## src/rtl/gpr_writeback_scheduler.sv

```systemverilog
// Write-port arbiter and long-latency scoreboard for the 32x32 GPR file.
// Pipeline writeback normally wins the port; a starving long result forces a one-cycle pipeline hold.
module gpr_writeback_scheduler #(
    parameter int MAX_LONG     = 4,
    parameter int STARVE_LIMIT = 3
) (
    input  logic        clock,
    input  logic        reset,
    input  logic        issue_valid,
    input  logic [4:0]  issue_rs,
    input  logic [4:0]  issue_rt,
    input  logic [4:0]  issue_rd,
    input  logic        issue_long,
    output logic        issue_stall,
    input  logic        pipe_we,
    input  logic [4:0]  pipe_rd,
    input  logic [31:0] pipe_value,
    input  logic [31:0] pipe_pc,
    output logic        pipe_hold,
    input  logic        long_valid,
    input  logic [4:0]  long_rd,
    input  logic [31:0] long_value,
    input  logic [31:0] long_pc,
    output logic        long_ready,
    output logic        gpr_we,
    output logic [4:0]  gpr_rd,
    output logic [31:0] gpr_value,
    output logic [31:0] gpr_pc
);

    localparam int CW = $clog2(MAX_LONG + 1);
    localparam int SW = $clog2(STARVE_LIMIT + 1);
    localparam logic [CW-1:0] CNT_MAX    = CW'(MAX_LONG);
    localparam logic [SW-1:0] STARVE_MAX = SW'(STARVE_LIMIT);

    logic [31:0]   busy_r;
    logic [CW-1:0] out_cnt_r;
    logic [SW-1:0] starve_cnt_r;

    logic          stall_s;
    logic          starve_win_s;
    logic          pipe_win_s;
    logic          long_win_s;
    logic          long_issue_s;
    logic          long_done_s;
    logic [31:0]   set_mask_s;
    logic [31:0]   clr_mask_s;
    logic [31:0]   busy_nxt_s;
    logic [CW-1:0] cnt_nxt_s;
    logic [SW-1:0] starve_nxt_s;

    // Hazard check against the registered scoreboard only, so a same-cycle completion still stalls.
    always_comb begin
        stall_s = 1'b0;
        if (issue_valid) begin
            stall_s = busy_r[issue_rs] | busy_r[issue_rt] | busy_r[issue_rd] |
                      (issue_long & (out_cnt_r == CNT_MAX));
        end else begin
            stall_s = 1'b0;
        end
    end

    // Write-port arbitration: starvation override, then pipeline priority, then long unit.
    always_comb begin
        starve_win_s = 1'b0;
        pipe_win_s   = 1'b0;
        long_win_s   = 1'b0;
        if ((starve_cnt_r == STARVE_MAX) && long_valid) begin
            starve_win_s = 1'b1;
            long_win_s   = 1'b1;
        end else if (pipe_we) begin
            pipe_win_s   = 1'b1;
        end else begin
            long_win_s   = long_valid;
        end
    end

    // Register-file write mux driven by the arbitration winner.
    always_comb begin
        gpr_we    = 1'b0;
        gpr_rd    = 5'd0;
        gpr_value = 32'd0;
        gpr_pc    = 32'd0;
        if (long_win_s) begin
            gpr_we    = 1'b1;
            gpr_rd    = long_rd;
            gpr_value = long_value;
            gpr_pc    = long_pc;
        end else if (pipe_win_s) begin
            gpr_we    = 1'b1;
            gpr_rd    = pipe_rd;
            gpr_value = pipe_value;
            gpr_pc    = pipe_pc;
        end else begin
            gpr_we    = 1'b0;
        end
    end

    assign issue_stall  = stall_s;
    assign pipe_hold    = starve_win_s;
    assign long_ready   = long_win_s;
    assign long_issue_s = issue_valid & ~stall_s & issue_long;
    assign long_done_s  = long_valid & long_win_s;
    assign set_mask_s   = long_issue_s ? (32'h0000_0001 << issue_rd) : 32'h0000_0000;
    assign clr_mask_s   = long_done_s  ? (32'h0000_0001 << long_rd)  : 32'h0000_0000;
    // Register 0 never becomes busy, which is what lets rd=0 long ops skip the scoreboard.
    assign busy_nxt_s   = ((busy_r & ~clr_mask_s) | set_mask_s) & 32'hFFFF_FFFE;

    // Outstanding counter and starvation counter next-state.
    always_comb begin
        cnt_nxt_s    = out_cnt_r;
        starve_nxt_s = '0;
        if (long_issue_s && !long_done_s) begin
            cnt_nxt_s = out_cnt_r + CW'(1);
        end else if (!long_issue_s && long_done_s && (out_cnt_r != '0)) begin
            cnt_nxt_s = out_cnt_r - CW'(1);
        end else begin
            cnt_nxt_s = out_cnt_r;
        end
        if (long_valid && !long_win_s) begin
            starve_nxt_s = (starve_cnt_r == STARVE_MAX) ? starve_cnt_r : starve_cnt_r + SW'(1);
        end else begin
            starve_nxt_s = '0;
        end
    end

    // State registers.
    always_ff @(posedge clock) begin
        if (reset) begin
            busy_r       <= 32'd0;
            out_cnt_r    <= '0;
            starve_cnt_r <= '0;
        end else begin
            busy_r       <= busy_nxt_s;
            out_cnt_r    <= cnt_nxt_s;
            starve_cnt_r <= starve_nxt_s;
        end
    end

endmodule
```

## config.mk

```make
export PLATFORM = sky130hd
export DESIGN_NAME = gpr_writeback_scheduler
export DESIGN_NICKNAME = d
export VERILOG_FILES = /design/src/rtl/gpr_writeback_scheduler.sv
export SDC_FILE = /design/constraint.sdc
export NUM_CORES = 1
export LEC_CHECK = 0
export ABC_AREA = 0
export BUFFER_PORTS_ARGS = -buffer_cell sky130_fd_sc_hd__buf_4
export CORE_MARGIN = 2
export CORE_UTILIZATION = 25
export DETAILED_ROUTE_END_ITERATION = 8
export GPL_ROUTABILITY_DRIVEN = 0
export GPL_TIMING_DRIVEN = 0
export SLEW_MARGIN = 10
export SYNTH_ARGS = -nofsm -noshare
export SYNTH_HDL_FRONTEND = slang
export SYNTH_SLANG_ARGS = --single-unit
```

## constraint.sdc

```tcl
create_clock -name clock -period 3.3 [get_ports clock]
set_input_delay 0 -clock clock [delete_from_list [all_inputs] [get_ports clock]]
set_output_delay 0 -clock clock [all_outputs]
set_load 0.05 [all_outputs]
```

After elaboration in Yosys (flattened, before gate mapping). Index checks and enable logic that the tools add are counted.

Bitwise operators: 12. Equality and inequality tests: 2. Order comparisons: 3. Shifts and indexed selects: 2. Muxes and demuxes: 24. Reduce and logical (&&, ||, !) cells: 11. $add $sub $neg: 3.

Operators by type and width (count): 32-bit two-way mux (6); 1-bit by 5-bit left shift with 32-bit output (first input constant) (2); 32-bit bitwise AND (1); 32-bit inverter (1); 32-bit OR (1); 5-bit by 6-bit < comparator with 1-bit output (second input constant) (3); 1-bit binary-select mux with 5-bit select (3); 1-bit two-way mux (11); 5-bit two-way mux (2); 3-bit two-way mux (2); 1-bit logical AND (5); 1-bit bitwise AND (4); 3-bit by 1-bit adder with 3-bit output (second input constant) (1); 3-bit == test (second input constant) (1); 1-bit logical NOT (3); 1-bit OR (3); 3-bit nonzero test (1); 3-bit by 1-bit subtractor with 3-bit output (second input constant) (1); 2-bit by 1-bit adder with 2-bit output (second input constant) (1); 2-bit == test (second input constant) (1); 1-bit inverter (2); 2-bit nonzero test (1); 2-bit OR reduction (1).

Word-level logic and storage cells: 61. Register bits: 37. Bits of input ports: 159.

Logic depth before layout (Yosys ltp).
Word-level depth: 14. Mapped depth: 12.

Worst setup path before layout. OpenSTA, ideal clock, no wires.

Kind: register to register. Start: register busy_r[7]. End: register out_cnt_r[2]. Period minus slack after synthesis: 2975 ps. Cell stages (with the launch flop): 11. Arrival time: 2912 ps. Setup time: 64 ps. Path slack: 325 ps. Path through: dfxtp_1 mux4_2 a22o_1 or4_4 a211oi_4 nand3_1 fa_1 or3_1 nor3_1 o22ai_1 nand4_1.

Cells in the longest elaborated chain, start to end: 13.

Ends and longest elaborated chain: start, declared (line 36) `logic [31:0] busy_r;`; start signal, assigned (line 134) `busy_r <= busy_nxt_s;`; 1-bit binary-select mux with 5-bit select (line 56) `stall_s = busy_r[issue_rs] | busy_r[issue_rt] | busy_r[issue_rd] |`; 1-bit two-way mux (implied by the code) (line 56); 1-bit OR (line 56); 1-bit OR * (2 in a row) (line 56); 1-bit two-way mux * (line 55) `if (issue_valid) begin`; 1-bit inverter * (line 102) `assign long_issue_s = issue_valid & ~stall_s & issue_long;`; 1-bit bitwise AND * (2 in a row) (line 102); 1-bit logical NOT (line 115) `end else if (!long_issue_s && long_done_s && (out_cnt_r != '0)) begin`; 1-bit logical AND (2 in a row) (line 115); 2-bit nonzero test (no source line); end signal, assigned (line 135) `out_cnt_r <= cnt_nxt_s;`; end, declared (line 37) `logic [CW-1:0] out_cnt_r;`.

Every way passes the cells marked *; elsewhere a longest branch is shown, timed or not. The select of a mux whose other input is x is not followed. A chain may end at the register's enable or synchronous reset.

Worst setup path in the final report.
Start: register busy_r[14]. End: register out_cnt_r[2].

Same word-level chain as after synthesis.

==> flow_summary.json <==
{
  "syn_nets": 549,
  "grt_pass1_wl_um": 24500,
  "outcome": "complete, no violations",
  "crit_path_start_kind": "register",
  "yosysUniqueCellTypes": 57,
  "cts_buffers": 5,
  "wl_per_cell_um": 21.1,
  "hold_class": "input port to register",
  "relSlewSlack": 0.519,
  "drtIter0Drc": 419,
  "place.detailed.hpwl_um": 14000,
  "drive_above_1_share": 0.441,
  "endpoint_kind": "register",
  "seq_area_frac_synth": 0.209,
  "worstPathRequired_ns": 3.52,
  "start_util": 0.258,
  "ys_seq_elements": 36,
  "final_util": 0.414,
  "min_period_ns": 3.22,
  "syn_area_per_cell_um2": 8.88,
  "hold_depth": 2,
  "finalHoldViolations": 0,
  "fp.dieW_um": 121,
  "setup-violations-final": 0,
  "timing_worst_setup_path_type": "register to register",
  "setup_slack_ns": 0.0795,
  "insertion_delay_ns": 0.28,
  "clock-sinks": 36,
  "clock-root-buffer": "clkbuf_16",
  "vias_per_cell": 5.52,
  "core_area_um2": 13300,
  "h-tree-depth": 2,
  "crit_arrival_ns": 3.44,
  "routed_wl_um": 16900,
  "grt_max_degree": 11,
  "die_y_um": 121,
  "antenna_found_initial": 2,
  "rows": 42,
  "drc": 0,
  "pre_cts_slack_ns": 0.0611,
  "cp_max_fo": 4,
  "synth_cells": 388,
  "drt_pass1_iterations": 5,
  "final_common_cell": "buf_4",
  "area_growth_pct": 60.4,
  "clock-skew-final_ns": 0.00596,
  "report.final.slew_viol_count": 0,
  "cap_violations": 0,
  "cellLeakagePower_uw": 0.00245,
  "clk_path_buf_depth": 2,
  "ys_async_sr_fraction": 0,
  "grt_util_all_layers": 0.217,
  "grt_pass1_vias": 4298,
  "fin_area_um2": 5520,
  "synth_flop_cell": "dfxtp_1",
  "nets": 782,
  "grt.overflow.total": 0,
  "die_area_um2": 14700,
  "dr_total_vias": 4405,
  "reg2reg_depth": 10,
  "hold_slack_ns": 0.0153,
  "cts_tree": "yes",
  "netlist_area_um2": 3440,
  "final.period_utilization": 0.976,
  "totalPowerFinal_uw": 1720,
  "power.density_nw_per_um2": 311,
  "synth_enable_flop_cells": 0,
  "tightest_slew_ns": 0.711,
  "place_area_um2": 5330,
  "hold_buffers": 0,
  "path_clk_slew_ns": 0.06,
  "yosys_warnings": 0,
  "ir_drop_v": 0.000179,
  "mostFrequentLayoutCells": "buf_4 (227), a22o_1 (71), clkbuf_1 (36), dfxtp_1 (36), nand2_1 (29)",
  "numPortBuffers": 222,
  "max_freq_mhz": 311,
  "pin_count": 232,
  "postRouteAntennaNets": 0
}
[critical path, stage by stage, from the launching register on]
cell and delay [ns]:
dfxtp_1 0.37, mux4_2 0.47, a22o_1 0.23, or4_4 0.56, a211oi_4 0.29, nand3_2 0.13
fa_2 0.41, or3_1 0.35, nor3_1 0.15, o22ai_1 0.11, nand4_1 0.08
[final timing paths]
check | to | slack, ns | startpoint
min | starve_cnt_r[1] | 0.02 | long_valid
max reg2reg | out_cnt_r[2] | 0.08 | busy_r[14]
max | out_cnt_r[2] | 0.08 | busy_r[14]
min reg2reg | starve_cnt_r[0] | 0.43 | starve_cnt_r[0]
[routing by layer]
layer  wire length (um)  global-route usage
met1               6780               0.294
met4                131              0.0330
met2               8160               0.351
met3               1770              0.0597
met5                 16                   0
[sequential cells by signal (all words and copies together) (netlist names)]
signal        count
busy_r           31
out_cnt_r         3
starve_cnt_r      2
[area by class of cell]
class / instances / area [um^2]
Fill cell: 1326 / 7820
Multi-Input combinational cell: 305 / 2540
Timing Repair Buffer: 226 / 1700
Sequential cell: 36 / 721
Tap cell: 176 / 220
Buffer: 45 / 185
Clock buffer: 7 / 153
Inverter: 2 / 7.51
Antenna cell: 1 / 2.50
[metrics by stage]
step           TNS (ns)  instances
2_1_floorplan         0        388
3_3_place_gp          0        786
3_5_place_dp          0        786
4_1_cts               0        793
5_1_grt         -0.0642        797
6_report              0        798
[power breakdown]
| group | total (uW) | internal, uW | leakage (uW) | switching [uW] |
|---|---|---|---|---|
| clock network | 487 | 317 | 0.0000760 | 171 |
| registers | 449 | 441 | 0.000290 | 8.41 |
| logic | 783 | 308 | 0.00209 | 476 |
| total | 1720 | 1060 | 0.00245 | 655 |
[cell usage after synthesis, drive strengths merged (6+ instances only)]
master | instances | area, um^2
dfxtp | 36 | 721
buf | 9 | 50.1
o211ai | 16 | 120
nand2 | 29 | 109
o31ai | 16 | 120
o41ai | 11 | 171
mux4 | 16 | 364
clkbuf | 36 | 135
nand2b | 10 | 62.6
a22o | 71 | 622
nand3 | 25 | 125
nand4 | 6 | 37.5
nor2b | 10 | 62.6
mux2 | 6 | 67.6
mux2i | 12 | 120
nor2 | 14 | 52.6
[cell families after synthesis]
logic type,share of synthesized area
buffers and inverters,0.0559
muxes,0.160
adders and majority gates,0.00944
AOI/OAI and AO/OA,0.365
DFF,0.209
and+or+nand+nor,0.200
[repair_timing]
action | CTS | global route
gates resized for setup | 0 | 2
buffers inserted | 0 | 4
setup endpoints to repair | 0 | 1
endpoints found under the hold margin | 0 | 0
No activity file was read; power rests on OpenSTA's default activity.
